===== src/rtl/watch_pkg.sv =====
// watch_pkg -- shared time-of-day constants, field widths and bcd_time digit layout.
`default_nettype none

package watch_pkg;

  localparam int SEC_W  = 6;
  localparam int MIN_W  = 6;
  localparam int HOUR_W = 5;

  localparam logic [SEC_W-1:0]  SEC_MAX  = 6'd59;
  localparam logic [MIN_W-1:0]  MIN_MAX  = 6'd59;
  localparam logic [HOUR_W-1:0] HOUR_MAX = 5'd23;

  // LSB position of each 4-bit digit inside bcd_time
  localparam int BCD_HOUR_TENS  = 20;
  localparam int BCD_HOUR_UNITS = 16;
  localparam int BCD_MIN_TENS   = 12;
  localparam int BCD_MIN_UNITS  = 8;
  localparam int BCD_SEC_TENS   = 4;
  localparam int BCD_SEC_UNITS  = 0;

endpackage

`default_nettype wire


===== src/rtl/tk_sync_edge.sv =====
// tk_sync_edge -- 2-flop synchroniser followed by a registered rising-edge pulse.
`default_nettype none

module tk_sync_edge (
  input  logic clk,
  input  logic reset_n,
  input  logic din,
  output logic rise
);

  // [0],[1] synchronise; [2] holds the previous synchronised level
  logic [2:0] sync_q;

  always_ff @(posedge clk or negedge reset_n) begin
    if (!reset_n) begin
      sync_q <= 3'b000;
      rise   <= 1'b0;
    end else begin
      sync_q <= {sync_q[1:0], din};
      rise   <= sync_q[1] & ~sync_q[2];
    end
  end

endmodule

`default_nettype wire


===== src/rtl/time_keeper.sv =====
// time_keeper -- 24 h time-of-day counter with adjust buttons, parallel load and 12 h / BCD views.
`default_nettype none

module time_keeper
  import watch_pkg::*;
#(
  parameter int unsigned TICK_DIV = 32768,
  parameter int unsigned EXT_TICK = 0
) (
  input  logic              clk,
  input  logic              reset_n,
  input  logic              tick_in,
  input  logic              run,
  input  logic              mode_12h,
  input  logic              min_inc,
  input  logic              min_dec,
  input  logic              hour_inc,
  input  logic              hour_dec,
  input  logic              load,
  input  logic [HOUR_W-1:0] load_hours,
  input  logic [MIN_W-1:0]  load_minutes,
  input  logic [SEC_W-1:0]  load_seconds,
  output logic [SEC_W-1:0]  seconds,
  output logic [MIN_W-1:0]  minutes,
  output logic [HOUR_W-1:0] hours,
  output logic [HOUR_W-1:0] disp_hours,
  output logic              pm,
  output logic [23:0]       bcd_time,
  output logic              sec_pulse,
  output logic              day_wrap,
  output logic              load_err
);

  localparam int PRESC_W = (TICK_DIV > 2) ? $clog2(TICK_DIV) : 1;
  localparam logic [PRESC_W-1:0] PRESC_LAST = PRESC_W'(TICK_DIV - 1);

  logic tick_rise, mi_rise, md_rise, hi_rise, hd_rise;

  tk_sync_edge u_sync_tick (.clk(clk), .reset_n(reset_n), .din(tick_in),  .rise(tick_rise));
  tk_sync_edge u_sync_minc (.clk(clk), .reset_n(reset_n), .din(min_inc),  .rise(mi_rise));
  tk_sync_edge u_sync_mdec (.clk(clk), .reset_n(reset_n), .din(min_dec),  .rise(md_rise));
  tk_sync_edge u_sync_hinc (.clk(clk), .reset_n(reset_n), .din(hour_inc), .rise(hi_rise));
  tk_sync_edge u_sync_hdec (.clk(clk), .reset_n(reset_n), .din(hour_dec), .rise(hd_rise));

  logic [PRESC_W-1:0] presc;
  logic               pending;
  logic               tick, load_ok, adjust;
  logic               min_up, min_dn, hour_up, hour_dn;

  assign tick    = run & ((EXT_TICK != 0) ? tick_rise : (presc == PRESC_LAST));
  assign load_ok = load & (load_hours <= HOUR_MAX) & (load_minutes <= MIN_MAX)
                        & (load_seconds <= SEC_MAX);
  // Opposite edges on one field cancel and do not count as an adjust
  assign min_up  = mi_rise & ~md_rise;
  assign min_dn  = md_rise & ~mi_rise;
  assign hour_up = hi_rise & ~hd_rise;
  assign hour_dn = hd_rise & ~hi_rise;
  assign adjust  = min_up | min_dn | hour_up | hour_dn;

  always_ff @(posedge clk or negedge reset_n) begin
    if (!reset_n) begin
      presc <= '0;
    end else if (load_ok) begin
      presc <= '0;
    end else if (run) begin
      presc <= (presc == PRESC_LAST) ? '0 : presc + 1'b1;
    end
  end

  always_ff @(posedge clk or negedge reset_n) begin
    if (!reset_n) begin
      seconds   <= '0;
      minutes   <= '0;
      hours     <= '0;
      pending   <= 1'b0;
      sec_pulse <= 1'b0;
      day_wrap  <= 1'b0;
      load_err  <= 1'b0;
    end else begin
      sec_pulse <= 1'b0;
      day_wrap  <= 1'b0;
      load_err  <= load & ~load_ok;
      if (load_ok) begin
        seconds <= load_seconds;
        minutes <= load_minutes;
        hours   <= load_hours;
        pending <= 1'b0;
      end else if (adjust) begin
        if (min_up)       minutes <= (minutes == MIN_MAX) ? '0 : minutes + 1'b1;
        else if (min_dn)  minutes <= (minutes == '0) ? MIN_MAX : minutes - 1'b1;
        if (hour_up)      hours   <= (hours == HOUR_MAX) ? '0 : hours + 1'b1;
        else if (hour_dn) hours   <= (hours == '0) ? HOUR_MAX : hours - 1'b1;
        pending <= pending | tick;
      end else if (tick || pending) begin
        pending   <= 1'b0;
        sec_pulse <= 1'b1;
        if (seconds != SEC_MAX) begin
          seconds <= seconds + 1'b1;
        end else begin
          seconds <= '0;
          if (minutes != MIN_MAX) begin
            minutes <= minutes + 1'b1;
          end else begin
            minutes <= '0;
            if (hours != HOUR_MAX) begin
              hours <= hours + 1'b1;
            end else begin
              hours    <= '0;
              day_wrap <= 1'b1;
            end
          end
        end
      end
    end
  end

  always_comb begin
    disp_hours = hours;
    if (mode_12h) begin
      if (hours == '0)             disp_hours = 5'd12;
      else if (hours > 5'd12)      disp_hours = hours - 5'd12;
    end
  end

  assign pm = (hours >= 5'd12);

  function automatic logic [7:0] to_bcd(input logic [5:0] v);
    logic [3:0] tens;
    tens = 4'(v / 6'd10);
    return {tens, 4'(v - 6'(tens) * 6'd10)};
  endfunction

  logic [7:0] bcd_h, bcd_m, bcd_s;

  assign bcd_h = to_bcd({1'b0, disp_hours});
  assign bcd_m = to_bcd(minutes);
  assign bcd_s = to_bcd(seconds);

  always_comb begin
    bcd_time = '0;
    bcd_time[BCD_HOUR_TENS  +: 4] = bcd_h[7:4];
    bcd_time[BCD_HOUR_UNITS +: 4] = bcd_h[3:0];
    bcd_time[BCD_MIN_TENS   +: 4] = bcd_m[7:4];
    bcd_time[BCD_MIN_UNITS  +: 4] = bcd_m[3:0];
    bcd_time[BCD_SEC_TENS   +: 4] = bcd_s[7:4];
    bcd_time[BCD_SEC_UNITS  +: 4] = bcd_s[3:0];
  end

endmodule

`default_nettype wire


===== config.mk =====
export PLATFORM = sky130hd
export DESIGN_NAME = time_keeper
export DESIGN_NICKNAME = d
export VERILOG_FILES = /design/src/rtl/watch_pkg.sv /design/src/rtl/tk_sync_edge.sv /design/src/rtl/time_keeper.sv
export SDC_FILE = /design/constraint.sdc
export NUM_CORES = 1
export LEC_CHECK = 0
export ABC_AREA = 1
export CAP_MARGIN = 20
export CORE_ASPECT_RATIO = 0.75
export CORE_UTILIZATION = 35
export CTS_BUF_LIST = sky130_fd_sc_hd__clkbuf_4
export CTS_CLUSTER_SIZE = 8
export DETAILED_ROUTE_END_ITERATION = 10
export GPL_TIMING_DRIVEN = 1
export PLACE_DENSITY = 0.66
export SETUP_SLACK_MARGIN = 0.4
export SLEW_MARGIN = 25
export SYNTH_ARGS = -nofsm -noshare
export SYNTH_HDL_FRONTEND = slang
export SYNTH_HIERARCHICAL = 1
export SYNTH_SLANG_ARGS = --single-unit
export TNS_END_PERCENT = 50

===== constraint.sdc =====
create_clock -name clk -period 3.7 [get_ports clk]
set_clock_uncertainty 0.05 [all_clocks]
set_input_delay 0.74 -clock clk [delete_from_list [all_inputs] [get_ports clk]]
set_output_delay 0.74 -clock clk [all_outputs]
set_load 0.02 [all_outputs]

==> results of run 1 <==
cell type report:
type | instances | area [µm²] | area share, %
multi-input cells | 351 | 2400 | 42.1
repair buffers | 164 | 1440 | 25.3
flip-flops and latches | 52 | 1310 | 23.0
inverters | 80 | 310 | 5.45
well taps | 136 | 170 | 2.99
clock buffers | 5 | 37.5 | 0.659
clock inverters | 3 | 26.3 | 0.462
per-stage QoR:
step	cell area (µm²)	hold slack, ns	setup slack (ns)	util [%]	power (mW)
2_1_floorplan	4050	0.281	0.0207	-	3.19
3_3_place_gp	5260	0.282	-0.848	49.8	4.82
3_5_place_dp	5260	0.285	-0.975	49.8	4.93
4_1_cts	5580	0.322	-0.299	52.8	5.75
5_1_grt	5690	0.344	-0.546	53.9	6.43
6_report	5690	0.318	-0.400	53.9	5.98
registers in the layout (all words and copies together) (netlist names), 3 cells and up:
signal,cells
u_sync_hdec/sync_q,3
u_sync_hinc/sync_q,3
seconds,6
hours,5
minutes,6
u_sync_minc/sync_q,3
u_sync_mdec/sync_q,3
presc,15
logic make-up (layout without fill, tap and decap cells):
| family | after synthesis | count (layout) |
|---|---|---|
| simple gates | 217 | 217 |
| buf+inv | 96 | 252 |
| compound gates | 72 | 72 |
| flops | 52 | 52 |
| fa+ha+maj | 30 | 30 |
| xor+xnor | 26 | 26 |
| mux | 2 | 2 |
| other cells | 1 | 4 |
layer usage:
| metal | part of all wire [%] | track usage, % |
|---|---|---|
| met5 | 0 | 0 |
| met4 | 0.91 | 3.57 |
| met3 | 5.3 | 3.60 |
| met2 | 46 | 30.4 |
| met1 | 47 | 26.7 |
power by group:
part / leakage (nW) / internal [mW] / total (mW) / switching, mW
clock: 0.0293 / 0.0787 / 0.284 / 0.205
sequential: 0.653 / 0.679 / 0.818 / 0.138
combinational: 2.12 / 2.45 / 4.88 / 2.43
path summary, 6_finish.rpt:
check                                      start               endpoint  slack [ns]  cells after the start
max                                     hours[2]           bcd_time[19]       -0.40                     21
min                        u_sync_hinc/sync_q[0]  u_sync_hinc/sync_q[1]        0.32                      0
max reg2reg                             hours[3]               hours[0]        1.72                     10
min reg2reg                u_sync_hinc/sync_q[0]  u_sync_hinc/sync_q[1]        0.32                      0
max in group asynchronous                reset_n             seconds[3]        2.50                      2
min in group asynchronous                reset_n             minutes[0]        0.33                      1
placed cells by master (no fill, tap or decap), types with 5 or more instances in the layout:
| cell | synthesis | final |
|---|---|---|
| sky130_fd_sc_hd__o21ai_2 | 10 | 13 |
| sky130_fd_sc_hd__o21ai_1 | 20 | 19 |
| sky130_fd_sc_hd__ha_4 | 0 | 6 |
| sky130_fd_sc_hd__o21ai_0 | 13 | 10 |
| sky130_fd_sc_hd__buf_6 | 3 | 17 |
| sky130_fd_sc_hd__buf_4 | 9 | 85 |
| sky130_fd_sc_hd__nor3_1 | 7 | 7 |
| sky130_fd_sc_hd__clkdlybuf4s50_1 | 0 | 53 |
| sky130_fd_sc_hd__nor2_2 | 9 | 11 |
| sky130_fd_sc_hd__nand2_2 | 7 | 18 |
| sky130_fd_sc_hd__a21oi_1 | 10 | 9 |
| sky130_fd_sc_hd__nand2_4 | 4 | 5 |
| sky130_fd_sc_hd__nor2_4 | 3 | 5 |
| sky130_fd_sc_hd__nand3_1 | 33 | 32 |
| sky130_fd_sc_hd__inv_1 | 69 | 54 |
| sky130_fd_sc_hd__dfrtp_2 | 0 | 8 |
| sky130_fd_sc_hd__xor2_1 | 21 | 20 |
| sky130_fd_sc_hd__nand3_2 | 7 | 5 |
| sky130_fd_sc_hd__dfrtp_1 | 52 | 44 |
| sky130_fd_sc_hd__inv_2 | 9 | 21 |
| sky130_fd_sc_hd__clkbuf_4 | 0 | 5 |
| sky130_fd_sc_hd__nand2_1 | 94 | 82 |
| sky130_fd_sc_hd__nand4_1 | 11 | 11 |
| sky130_fd_sc_hd__ha_1 | 27 | 21 |
| sky130_fd_sc_hd__nor2_1 | 34 | 30 |
what timing repair did:
action,in CTS,in global routing
gates resized for setup,80,29
pin swaps,21,10
gates cloned,0,0
endpoints found under the setup margin,16,16
setup buffers,26,5
==> run metrics, run 1 <==
iteration-0 DRC count of the detailed router=about 170; total CTS buffers=5; row count=32; Total GRT Usage=19.0%; family of cells with the greatest summed delay on the critical path=adder cells; longest individual stage delay on the worst path=between 0.5 and 0.6 ns; fraction of synthesis flops using an asynchronous set or reset pin=100%; leakage power=2.80 nW; violations in the final reports=setup timing; Worst-Margin Slew=0.754 ns; kind of start point of the critical path=flop; die boundary height=just over 90 µm; Adder-Cell Fraction of Synth Area=10.2%; area growth from synthesis to layout=45.8%; Avg WL per Cell=13.3 µm; setup TNS after final layout=-0.919 ns; most frequent cell after synthesis=sky130_fd_sc_hd__nand2_1; Final Hold Violating Endpoints=0; max-slew violations=0; minimum clock period after layout=4.10 ns; DP Cell Count=752; top area cells in the synthesized netlist=sky130_fd_sc_hd__dfrtp_1 (33%), sky130_fd_sc_hd__nand2_1 (9.0%), sky130_fd_sc_hd__ha_1 (8.7%); simple-gate portion of the synthesized area=27.2%; CTS clk-pin slew, worst paths=between 0.15 and 0.2 ns; total wire length=10.5 mm; sequential element share of the synthesized area=33.3%; Die Area=11,600 µm²; Synth Area in XOR/XNOR=6.02%; CP arrival=3.31 ns; Cell Area, Synth=between 3000 and 4000 µm²; CP required=2.91 ns; highest ir drop seen on vdd=approximately 0.50 mV; Worst Slack Setup Final=-0.400 ns; starting density of the core=36.9%; count of final setup violators=4; clock insertion delay at the later pin of the skew report=0.40 ns; vias after detailed routing=roughly 3,800; setup repair after global routing missed its margin=true; die boundary width=124 µm; via count of the first global-routing pass=3,680; Cell Count, Final, Fillers Out=791; detailed placement HPWL=7.77 mm; Clock Sink Count=52; top cell type's share of synthesized area=33.3%; pin count of the biggest net entering global routing=33; Avg Vias per Cell=4.78; 1st-pass router iterations=4; deepest level of the CTS H-tree=2; yosys warns=6; first-pass GRT wire length=17.4 mm; Routability Congestion=0.908; Final #Nets=between 700 and 800; startpoint-to-endpoint class of the critical path=reg2out; synthesized-area fraction occupied by ao, oa, aoi and oai cells=11.8%; endpoint kind of the worst setup timing path=output pin; slowest library cell on the worst path=sky130_fd_sc_hd__dfrtp_2; synthesized area per cell=7.87 µm²; post-synth top area cell=sky130_fd_sc_hd__dfrtp_1; Main synth FF type=sky130_fd_sc_hd__dfrtp_1; number of antenna violations at the first check in global routing=0; Core Box Area=10,600 µm²; fmax=244 MHz; overall overflow remaining after global route=0; max-cap viol count=0; status=finished, violations left; cell chain of the critical path=ha_4 -> nand3_4 -> nand4_1 -> nand2_2 -> nor2_4 -> nand2_2 -> inv_2 -> nor2_4 -> inv_1 -> ha_1 -> nand2_1 -> nand3_2 -> nand2_4 -> ha_4 -> fa_2 -> inv_2 -> xor2_2 -> inv_1 -> nand3_2 -> nand2_2 -> buf_6; count of inserted antenna diode cells=0; Post-synth EDFFs=0; Fill cells=960; Worst path most repeated cell=sky130_fd_sc_hd__nand2_2; IO buf count=71; post-synthesis instance total=496; relative max-transition margin=49.7%; largest fanout on the critical path=6; I/O pin cnt=77; Bufs and invs on worst path=5; Netlist cell types=48; main combinational cell family by area after synthesis=simple AND/OR/NAND/NOR gates; number of synthesized register bits=52; maximum root-to-sink buffer count=2; share of cell area taken by muxes after synthesis=0.513%; buffer cell driving the clock tree root=sky130_fd_sc_hd__clkbuf_4; total power divided by cell area=1050 nW/µm²; Post-CTS Hold Buffers=0; Hold/Removal Path Class=reg2reg; fraction of final layout cells sized beyond drive strength 1=about a third; TritonCTS clock tree=built; period utilisation layout=111%; DR DRC count=0; most common library cells after synthesis=sky130_fd_sc_hd__nand2_1 (94), sky130_fd_sc_hd__inv_1 (69), sky130_fd_sc_hd__dfrtp_1 (52), sky130_fd_sc_hd__nor2_1 (34), sky130_fd_sc_hd__nand3_1 (33); post-detailed-route count of antenna-violating nets=0
No activity file was read; power rests on OpenSTA's default activity.
==> inputs of run 2 (changes only) <==
HOLD_SLACK_MARGIN = 0.02   (was not set)
==> results of run 2 <==
Same layout as run 1: the final DEF is identical, and so are final timing and power.
